[src/rtl/cnn_pkg.sv]
// Shared LeNet pipeline types and constants.
// Holds class count, score width and the argmax FSM encoding.
package cnn_pkg;

  localparam int CNN_N_CLASS = 10;
  localparam int CNN_DATA_W  = 16;
  localparam logic [7:0] CNN_IDX_NONE = 8'hFF;

  typedef enum logic [1:0] {
    ST_IDLE,
    ST_COLLECT,
    ST_SCAN,
    ST_DONE
  } state_e;

endpackage

[src/rtl/dense_argmax_unit_if.sv]
// Dense-layer write stream and classification result bundle.
// master drives the stream, slave is the argmax unit.
interface dense_argmax_unit_if #(
  parameter int DATA_W = 16
);
  logic              start;
  logic              wr_en;
  logic [31:0]       wr_addr;
  logic [DATA_W-1:0] wr_data;
  logic              layer_fin;
  logic [7:0]        res;
  logic [DATA_W-1:0] res_score;
  logic [7:0]        res2;
  logic              res_valid;
  logic              busy;
  logic              err;

  modport master (
    output start, wr_en, wr_addr, wr_data, layer_fin,
    input  res, res_score, res2, res_valid, busy, err
  );

  modport slave (
    input  start, wr_en, wr_addr, wr_data, layer_fin,
    output res, res_score, res2, res_valid, busy, err
  );
endinterface

[src/rtl/argmax_cmp.sv]
// Combinational signed compare-select for the argmax scan.
// Equal scores keep the lower index; an empty best always loses.
module argmax_cmp
  import cnn_pkg::*;
#(
  parameter int DATA_W = CNN_DATA_W
) (
  input  logic signed [DATA_W-1:0] best_val_i,
  input  logic        [7:0]        best_idx_i,
  input  logic signed [DATA_W-1:0] cand_val_i,
  input  logic        [7:0]        cand_idx_i,
  input  logic                     cand_ok_i,
  output logic signed [DATA_W-1:0] new_val_o,
  output logic        [7:0]        new_idx_o
);
  logic take;

  assign take = cand_ok_i &&
    ((best_idx_i == CNN_IDX_NONE) ||
     (cand_val_i > best_val_i) ||
     ((cand_val_i == best_val_i) &&
      (cand_idx_i < best_idx_i)));

  assign new_val_o = take ? cand_val_i : best_val_i;
  assign new_idx_o = take ? cand_idx_i : best_idx_i;
endmodule

[src/rtl/dense_argmax_unit.sv]
// Class-score capture and argmax over the final dense layer.
// Define ARGMAX_TOP2_EN to also track the runner-up class on res2.
module dense_argmax_unit
  import cnn_pkg::*;
#(
  parameter int N_CLASS = CNN_N_CLASS,
  parameter int DATA_W  = CNN_DATA_W
) (
  input logic clk,
  input logic rst_n,
  dense_argmax_unit_if.slave argmax_if
);
  localparam int AW = (N_CLASS > 1) ? $clog2(N_CLASS) : 1;
  localparam logic [7:0] LAST = 8'(N_CLASS - 1);
  localparam logic signed [DATA_W-1:0] VMIN =
    {1'b1, {(DATA_W-1){1'b0}}};

  state_e                   state_q;
  logic signed [DATA_W-1:0] score_q [N_CLASS];
  logic [N_CLASS-1:0]       mask_q;
  logic [7:0]               idx_q;
  logic signed [DATA_W-1:0] best_val_q;
  logic [7:0]               best_idx_q;
  logic [7:0]               res_q;
  logic [DATA_W-1:0]        res_score_q;
  logic                     res_valid_q;
  logic                     err_q;
  logic                     fin_q;

  logic [AW-1:0]            waddr;
  logic [AW-1:0]            sidx;
  logic                     wr_ok;
  logic                     fin_rise;
  logic signed [DATA_W-1:0] cand_val;
  logic                     cand_ok;
  logic signed [DATA_W-1:0] new_val;
  logic [7:0]               new_idx;

  assign waddr    = argmax_if.wr_addr[AW-1:0];
  assign sidx     = idx_q[AW-1:0];
  assign wr_ok    = argmax_if.wr_addr < 32'(N_CLASS);
  assign fin_rise = argmax_if.layer_fin & ~fin_q;
  assign cand_val = score_q[sidx];
  assign cand_ok  = mask_q[sidx];

  argmax_cmp #(.DATA_W(DATA_W)) u_cmp (
    .best_val_i (best_val_q),
    .best_idx_i (best_idx_q),
    .cand_val_i (cand_val),
    .cand_idx_i (idx_q),
    .cand_ok_i  (cand_ok),
    .new_val_o  (new_val),
    .new_idx_o  (new_idx)
  );

`ifdef ARGMAX_TOP2_EN
  logic signed [DATA_W-1:0] sec_val_q;
  logic [7:0]               sec_idx_q;
  logic [7:0]               res2_q;
  logic                     take;
  logic signed [DATA_W-1:0] lose_val;
  logic [7:0]               lose_idx;
  logic                     lose_ok;
  logic signed [DATA_W-1:0] sec_new_val;
  logic [7:0]               sec_new_idx;

  // whichever entry lost the primary compare competes for second place
  assign take     = new_idx != best_idx_q;
  assign lose_val = take ? best_val_q : cand_val;
  assign lose_idx = take ? best_idx_q : idx_q;
  assign lose_ok  = take ? (best_idx_q != CNN_IDX_NONE) : cand_ok;

  argmax_cmp #(.DATA_W(DATA_W)) u_cmp2 (
    .best_val_i (sec_val_q),
    .best_idx_i (sec_idx_q),
    .cand_val_i (lose_val),
    .cand_idx_i (lose_idx),
    .cand_ok_i  (lose_ok),
    .new_val_o  (sec_new_val),
    .new_idx_o  (sec_new_idx)
  );

  assign argmax_if.res2 = res2_q;
`else
  assign argmax_if.res2 = CNN_IDX_NONE;
`endif

  assign argmax_if.res       = res_q;
  assign argmax_if.res_score = res_score_q;
  assign argmax_if.res_valid = res_valid_q;
  assign argmax_if.err       = err_q;
  assign argmax_if.busy      = (state_q == ST_COLLECT) ||
                               (state_q == ST_SCAN);

  always_ff @(posedge clk or negedge rst_n) begin
    if (!rst_n) begin
      state_q     <= ST_IDLE;
      score_q     <= '{default: '0};
      mask_q      <= '0;
      idx_q       <= '0;
      best_val_q  <= VMIN;
      best_idx_q  <= CNN_IDX_NONE;
      res_q       <= CNN_IDX_NONE;
      res_score_q <= '0;
      res_valid_q <= 1'b0;
      err_q       <= 1'b0;
      fin_q       <= 1'b0;
`ifdef ARGMAX_TOP2_EN
      sec_val_q   <= VMIN;
      sec_idx_q   <= CNN_IDX_NONE;
      res2_q      <= CNN_IDX_NONE;
`endif
    end else begin
      fin_q <= argmax_if.layer_fin;
      if (argmax_if.start) begin
        state_q     <= ST_COLLECT;
        score_q     <= '{default: '0};
        mask_q      <= '0;
        err_q       <= 1'b0;
        res_valid_q <= 1'b0;
        res_q       <= CNN_IDX_NONE;
        res_score_q <= '0;
`ifdef ARGMAX_TOP2_EN
        res2_q      <= CNN_IDX_NONE;
`endif
      end else begin
        unique case (state_q)
          ST_IDLE: ;
          ST_COLLECT: begin
            if (argmax_if.wr_en) begin
              if (wr_ok) begin
                score_q[waddr] <= argmax_if.wr_data;
                mask_q[waddr]  <= 1'b1;
              end else begin
                err_q <= 1'b1;
              end
            end
            if (fin_rise || (&mask_q)) begin
              state_q    <= ST_SCAN;
              idx_q      <= '0;
              best_val_q <= VMIN;
              best_idx_q <= CNN_IDX_NONE;
`ifdef ARGMAX_TOP2_EN
              sec_val_q  <= VMIN;
              sec_idx_q  <= CNN_IDX_NONE;
`endif
            end
          end
          ST_SCAN: begin
            best_val_q <= new_val;
            best_idx_q <= new_idx;
`ifdef ARGMAX_TOP2_EN
            sec_val_q  <= sec_new_val;
            sec_idx_q  <= sec_new_idx;
`endif
            if (!cand_ok) err_q <= 1'b1;
            if (idx_q == LAST) begin
              state_q     <= ST_DONE;
              res_q       <= new_idx;
              res_score_q <= (new_idx == CNN_IDX_NONE) ? '0 : new_val;
              res_valid_q <= 1'b1;
`ifdef ARGMAX_TOP2_EN
              res2_q      <= sec_new_idx;
`endif
            end else begin
              idx_q <= idx_q + 8'd1;
            end
          end
          ST_DONE: ;
        endcase
      end
    end
  end
endmodule

[src/flat_wrapper.sv]
// flat-port wrapper written by rule: the top's interface ports become plain ports
module dense_argmax_unit_flat import cnn_pkg::*;
#(
  parameter int N_CLASS = CNN_N_CLASS,
  parameter int DATA_W  = CNN_DATA_W
)
  (clk, rst_n, argmax_if_start, argmax_if_wr_en, argmax_if_wr_addr, argmax_if_wr_data, argmax_if_layer_fin, argmax_if_res, argmax_if_res_score, argmax_if_res2, argmax_if_res_valid, argmax_if_busy, argmax_if_err);
  dense_argmax_unit_if #(.DATA_W(DATA_W)) argmax_if_i ();
  input logic clk;
  input logic rst_n;
  input wire logic [$bits(argmax_if_i.start)-1:0] argmax_if_start;
  input wire logic [$bits(argmax_if_i.wr_en)-1:0] argmax_if_wr_en;
  input wire logic [$bits(argmax_if_i.wr_addr)-1:0] argmax_if_wr_addr;
  input wire logic [$bits(argmax_if_i.wr_data)-1:0] argmax_if_wr_data;
  input wire logic [$bits(argmax_if_i.layer_fin)-1:0] argmax_if_layer_fin;
  output wire logic [$bits(argmax_if_i.res)-1:0] argmax_if_res;
  output wire logic [$bits(argmax_if_i.res_score)-1:0] argmax_if_res_score;
  output wire logic [$bits(argmax_if_i.res2)-1:0] argmax_if_res2;
  output wire logic [$bits(argmax_if_i.res_valid)-1:0] argmax_if_res_valid;
  output wire logic [$bits(argmax_if_i.busy)-1:0] argmax_if_busy;
  output wire logic [$bits(argmax_if_i.err)-1:0] argmax_if_err;
  assign argmax_if_i.start = argmax_if_start;
  assign argmax_if_i.wr_en = argmax_if_wr_en;
  assign argmax_if_i.wr_addr = argmax_if_wr_addr;
  assign argmax_if_i.wr_data = argmax_if_wr_data;
  assign argmax_if_i.layer_fin = argmax_if_layer_fin;
  assign argmax_if_res = argmax_if_i.res;
  assign argmax_if_res_score = argmax_if_i.res_score;
  assign argmax_if_res2 = argmax_if_i.res2;
  assign argmax_if_res_valid = argmax_if_i.res_valid;
  assign argmax_if_busy = argmax_if_i.busy;
  assign argmax_if_err = argmax_if_i.err;
  dense_argmax_unit #(.N_CLASS(N_CLASS), .DATA_W(DATA_W)) u_core (.clk(clk), .rst_n(rst_n), .argmax_if(argmax_if_i));
endmodule
[config.mk]
export PLATFORM = sky130hd
export DESIGN_NAME = dense_argmax_unit_flat
export DESIGN_NICKNAME = d
export VERILOG_FILES = /design/src/rtl/cnn_pkg.sv /design/src/rtl/dense_argmax_unit_if.sv /design/src/rtl/argmax_cmp.sv /design/src/rtl/dense_argmax_unit.sv /design/src/flat_wrapper.sv
export SDC_FILE = /design/constraint.sdc
export NUM_CORES = 1
export LEC_CHECK = 0
export ABC_AREA = 1
export CORE_UTILIZATION = 59
export CTS_CLUSTER_DIAMETER = 200
export CTS_CLUSTER_SIZE = 30
export DETAILED_ROUTE_END_ITERATION = 6
export GPL_ROUTABILITY_DRIVEN = 0
export GPL_TIMING_DRIVEN = 1
export HOLD_SLACK_MARGIN = 0.12
export PLACE_DENSITY = 0.82
export SLEW_MARGIN = 20
export SYNTH_ARGS = -nofsm -noshare
export SYNTH_HDL_FRONTEND = slang
export SYNTH_SLANG_ARGS = --single-unit
[constraint.sdc]
create_clock -name clk -period 4.3 [get_ports clk]
set_clock_uncertainty 0.1 [all_clocks]
set_input_delay 0.86 -clock clk [delete_from_list [all_inputs] [get_ports clk]]
set_output_delay 0.86 -clock clk [all_outputs]
set_load 0.02 [all_outputs]
==> summary.md <==
| Metric | Value |
|---|---|
| Placed inst area | 12500 µm² |
| Crit path largest cell delay | 0.46 ns |
| RSZ-0062 raised after global routing | no |
| Worst hold path class | in2async |
| Post-CTS Hold Fix Bufs | 0 |
| Full die area | 20000 µm² |
| Gr ovfl total | 0 |
| Top_reg_cell synth | dfrtp_1 |
| Die width | 141 µm |
| Yosys warns | 0 |
| Clk Latency, worst-skew pair | 0.48 ns |
| Commonest cells in the netlist | dfrtp_1, o21ai_0, inv_1, nand2_1, nand3_1 |
| I/O pin count | 88 |
| Die H | 141 µm |
| Starting Density | 0.608 |
| RR Endpoint | u_core.argmax_if.res_score[15] |
| CTS H-tree lvls | 1 |
| Worst hold slack | 0.283 ns |
| Share of the synthesized area in the top cell type | 0.468 |
| WL/cell | 18.5 µm |
| Critical path peak fanout | 38 |
| CP Launch Type | register |
| Setup Viol. Count Final | 0 |
| Unique masters post-synth | 43 |
| Pre-antenna DRT Iters | 6 |
| Final Instance Area | 12800 µm² |
| Crit-path leading delay family | simple AND/OR/NAND/NOR gates |
| Worst r2r src | u_core.idx_q[0] |
| Worst Path Buf+Inv | 3 |
| Syn Inst Count | 1340 |
| Leak Pwr | 5.70 nW |
| Crit-path slowest cell | dfrtp_2 |
| Async S/R FF share, synth | 1.00 |
| Number of post-CTS setup repair buffers | 0 |
| Final Core Density | 0.679 |
| Maxcap violations | 0 |
| Post-route ant nets | 0 |
| Vias in the first global route | 9768 |
| CTS sink cnt | 231 |
| Placed insts | 1634 |
| PnR Total Power | 5.45 mW |
| Count leader, synth | dfrtp_1 |
| Reg-to-reg setup timing slack | 0.35 ns |
| Post_cts resized | 0 |
| Critical path cell sequence | inv_2 -> buf_4 -> a21oi_1 -> o21ai_0 -> nand3_1 -> nand3_1 -> nand2_1 -> ha_1 -> nand2_1 -> nor2_1 -> nand4_1 -> or2_2 -> nand3_1 -> nand2_4 -> nand2_4 -> buf_4 -> nor2_1 -> a211oi_1 -> nand2_1 -> nand2_1 |
| Worst Reg2Reg Path Length in Cells | 20 |
| Comb power frac | 0.354 |
| Post-layout min period | 3.95 ns |
| Final Hold Fails | 0 |
| Switching pwr | 2.02 mW |
| Cts bufs inserted | 11 |
| Synth top area cells | dfrtp_1, o21ai_0, o22ai_1 |
| Syn avg cell area | 8.54 µm² |
| Clock root buffer | clkbuf_16 |
| Pin count of the biggest net entering global routing | 97 |
| Reg clk slew, reported paths | 0.12 ns |
| Number of synthesized flops with an enable pin | 0 |
| Share of layout cells above drive strength 1 | 0.0769 |
| Total Routed Length | 30500 µm |
| TNS Setup | 0 ns |
| Switching fraction of total power | 0.370 |
| Peak VDD IR | 0.406 mV |
| Vias per cell | 6.13 |
| GRT Overall Usage | 0.317 |
| WP data arrival | 4.28 ns |
| Synth-to-Final Area Change | 11.8% |
| Cell Rows | 50 |
| CTS tree | done |
| Crit path kind | reg2reg |
| Placeable Area | 18800 µm² |
| Final WS setup | 0.346 ns |
| Dpl ws | 0.488 ns |
| Status | finished clean |
| Routed vias | 10127 |
| First-pass GRT wire length | 50200 µm |
| Crit path top cell by count | nand2_1 |
| Period utilization | 0.920 |
| Int Power | 3.43 mW |
| Clk pwr share | 0.218 |
| Synth Register Bits | 231 |
| CP Data Required Time | 4.62 ns |
| Power per Cell Area | 426 nW/µm² |
| Leading area contributor after synthesis | dfrtp_1 |
| Sequential group share of total power | 0.429 |
| Iteration-0 DRC Markers | 1248 |
| Post-DP HPWL | 19600 µm |
| Initial antenna violation count | 0 |
| Mapped cell area | 11400 µm² |
| Sequential cell area fraction in the yosys report | 0.507 |
| Max transition margin | 0.411 |
| PortBufs | 79 |
| Nets | 1467 |
| Worst Max-Slew Pin Slew | 0.881 ns |
| Ant diodes | 0 |
| Fmax | 253 MHz |
| Clock buffer depth | 3 |
| Layout Cells excl Fill | 1651 |
| Critical Path Sink Type | register |
| Drt drc | 0 |
| Slew Viols, Final | 0 |
-- per-layer routing --
layer  vias up  track usage  wire (µm)
met1      4869        0.449      13000
met4         0        0.108        971
li1       4667            -          -
met2       512        0.505      14100
met5         -            0          0
met3        79       0.0422       2490
-- flip-flops by register name (all words and copies together), names as in the netlist --
register                    flops
u_core.score_q                160
u_core.argmax_if.res_score     16
u_core.best_val_q              16
u_core.mask_q                  10
u_core.argmax_if.res            8
u_core.best_idx_q               8
u_core.idx_q                    8
u_core.state_q                  2
u_core.argmax_if.err            1
u_core.argmax_if.res_valid      1
u_core.fin_q                    1
-- power by group through the flow --
stage / Combinational [mW] / Sequential, mW / Clock, mW
2_1_floorplan: 1.32 / 2.41 / 0
3_3_place_gp: 1.84 / 2.37 / 0
3_5_place_dp: 1.89 / 2.37 / 0
4_1_cts: 1.91 / 2.33 / 1.19
5_1_grt: 2.12 / 2.34 / 1.26
6_report: 1.93 / 2.33 / 1.19
-- cell type report --
| type | count | area, µm² |
|---|---|---|
| repair buffers | 116 | 1090 |
| fillers | 1551 | 6040 |
| multi-input cells | 853 | 4610 |
| clock inverters | 1 | 11.3 |
| inverters | 174 | 654 |
| flip-flops and latches | 231 | 5800 |
| clock buffers | 16 | 294 |
| well taps | 260 | 325 |
-- placed cells by master (no fill, tap or decap), drive strengths merged --
cell type,synthesis,layout
nor3,6,6
dfstp,17,17
inv,172,172
nor4,12,12
o21a,1,1
o21ai,185,185
clkdlybuf4s50,0,78
or4,2,2
a21o,1,1
nand3b,1,1
o31ai,3,3
conb,1,8
and3,1,1
a21oi,90,90
and2,2,2
nor2,42,42
o22ai,113,113
a32o,14,14
a211oi,2,2
buf,37,38
ha,27,27
clkinv,2,3
nand2,184,184
or2,1,1
o21bai,1,1
dfrtp,214,214
o32ai,1,1
xor2,3,3
nand4,11,11
clkbuf,52,16
nand3,142,142
-- worst max-delay path by stage --
stage                                     end  cells after the start  slack [ns]            start
3_3_place_gp    u_core.argmax_if.res_score[8]                     20        0.64  u_core.idx_q[0]
3_5_place_dp   u_core.argmax_if.res_score[12]                     21        0.49  u_core.idx_q[0]
4_1_cts        u_core.argmax_if.res_score[12]                     21        0.44  u_core.idx_q[0]
2_1_floorplan  u_core.argmax_if.res_score[10]                     24        0.76  u_core.idx_q[0]
6_report       u_core.argmax_if.res_score[15]                     20        0.35  u_core.idx_q[0]
5_1_grt        u_core.argmax_if.res_score[15]                     20        0.06  u_core.idx_q[0]
-- kinds of logic (layout without fill, tap and decap cells) --
group                      count (synthesis)  count (layout)  synth area share
buffers and inverters                    263             307            0.0919
DFF                                      231             231             0.507
other                                      1               8          0.000328
and+or+nand+nor                          404             404             0.167
AOI/OAI and AO/OA                        411             411             0.202
xor gates and xnor gates                   3               3           0.00230
adders and majority gates                 27              27            0.0295
Note: power is estimated with default switching activity, not from simulation.
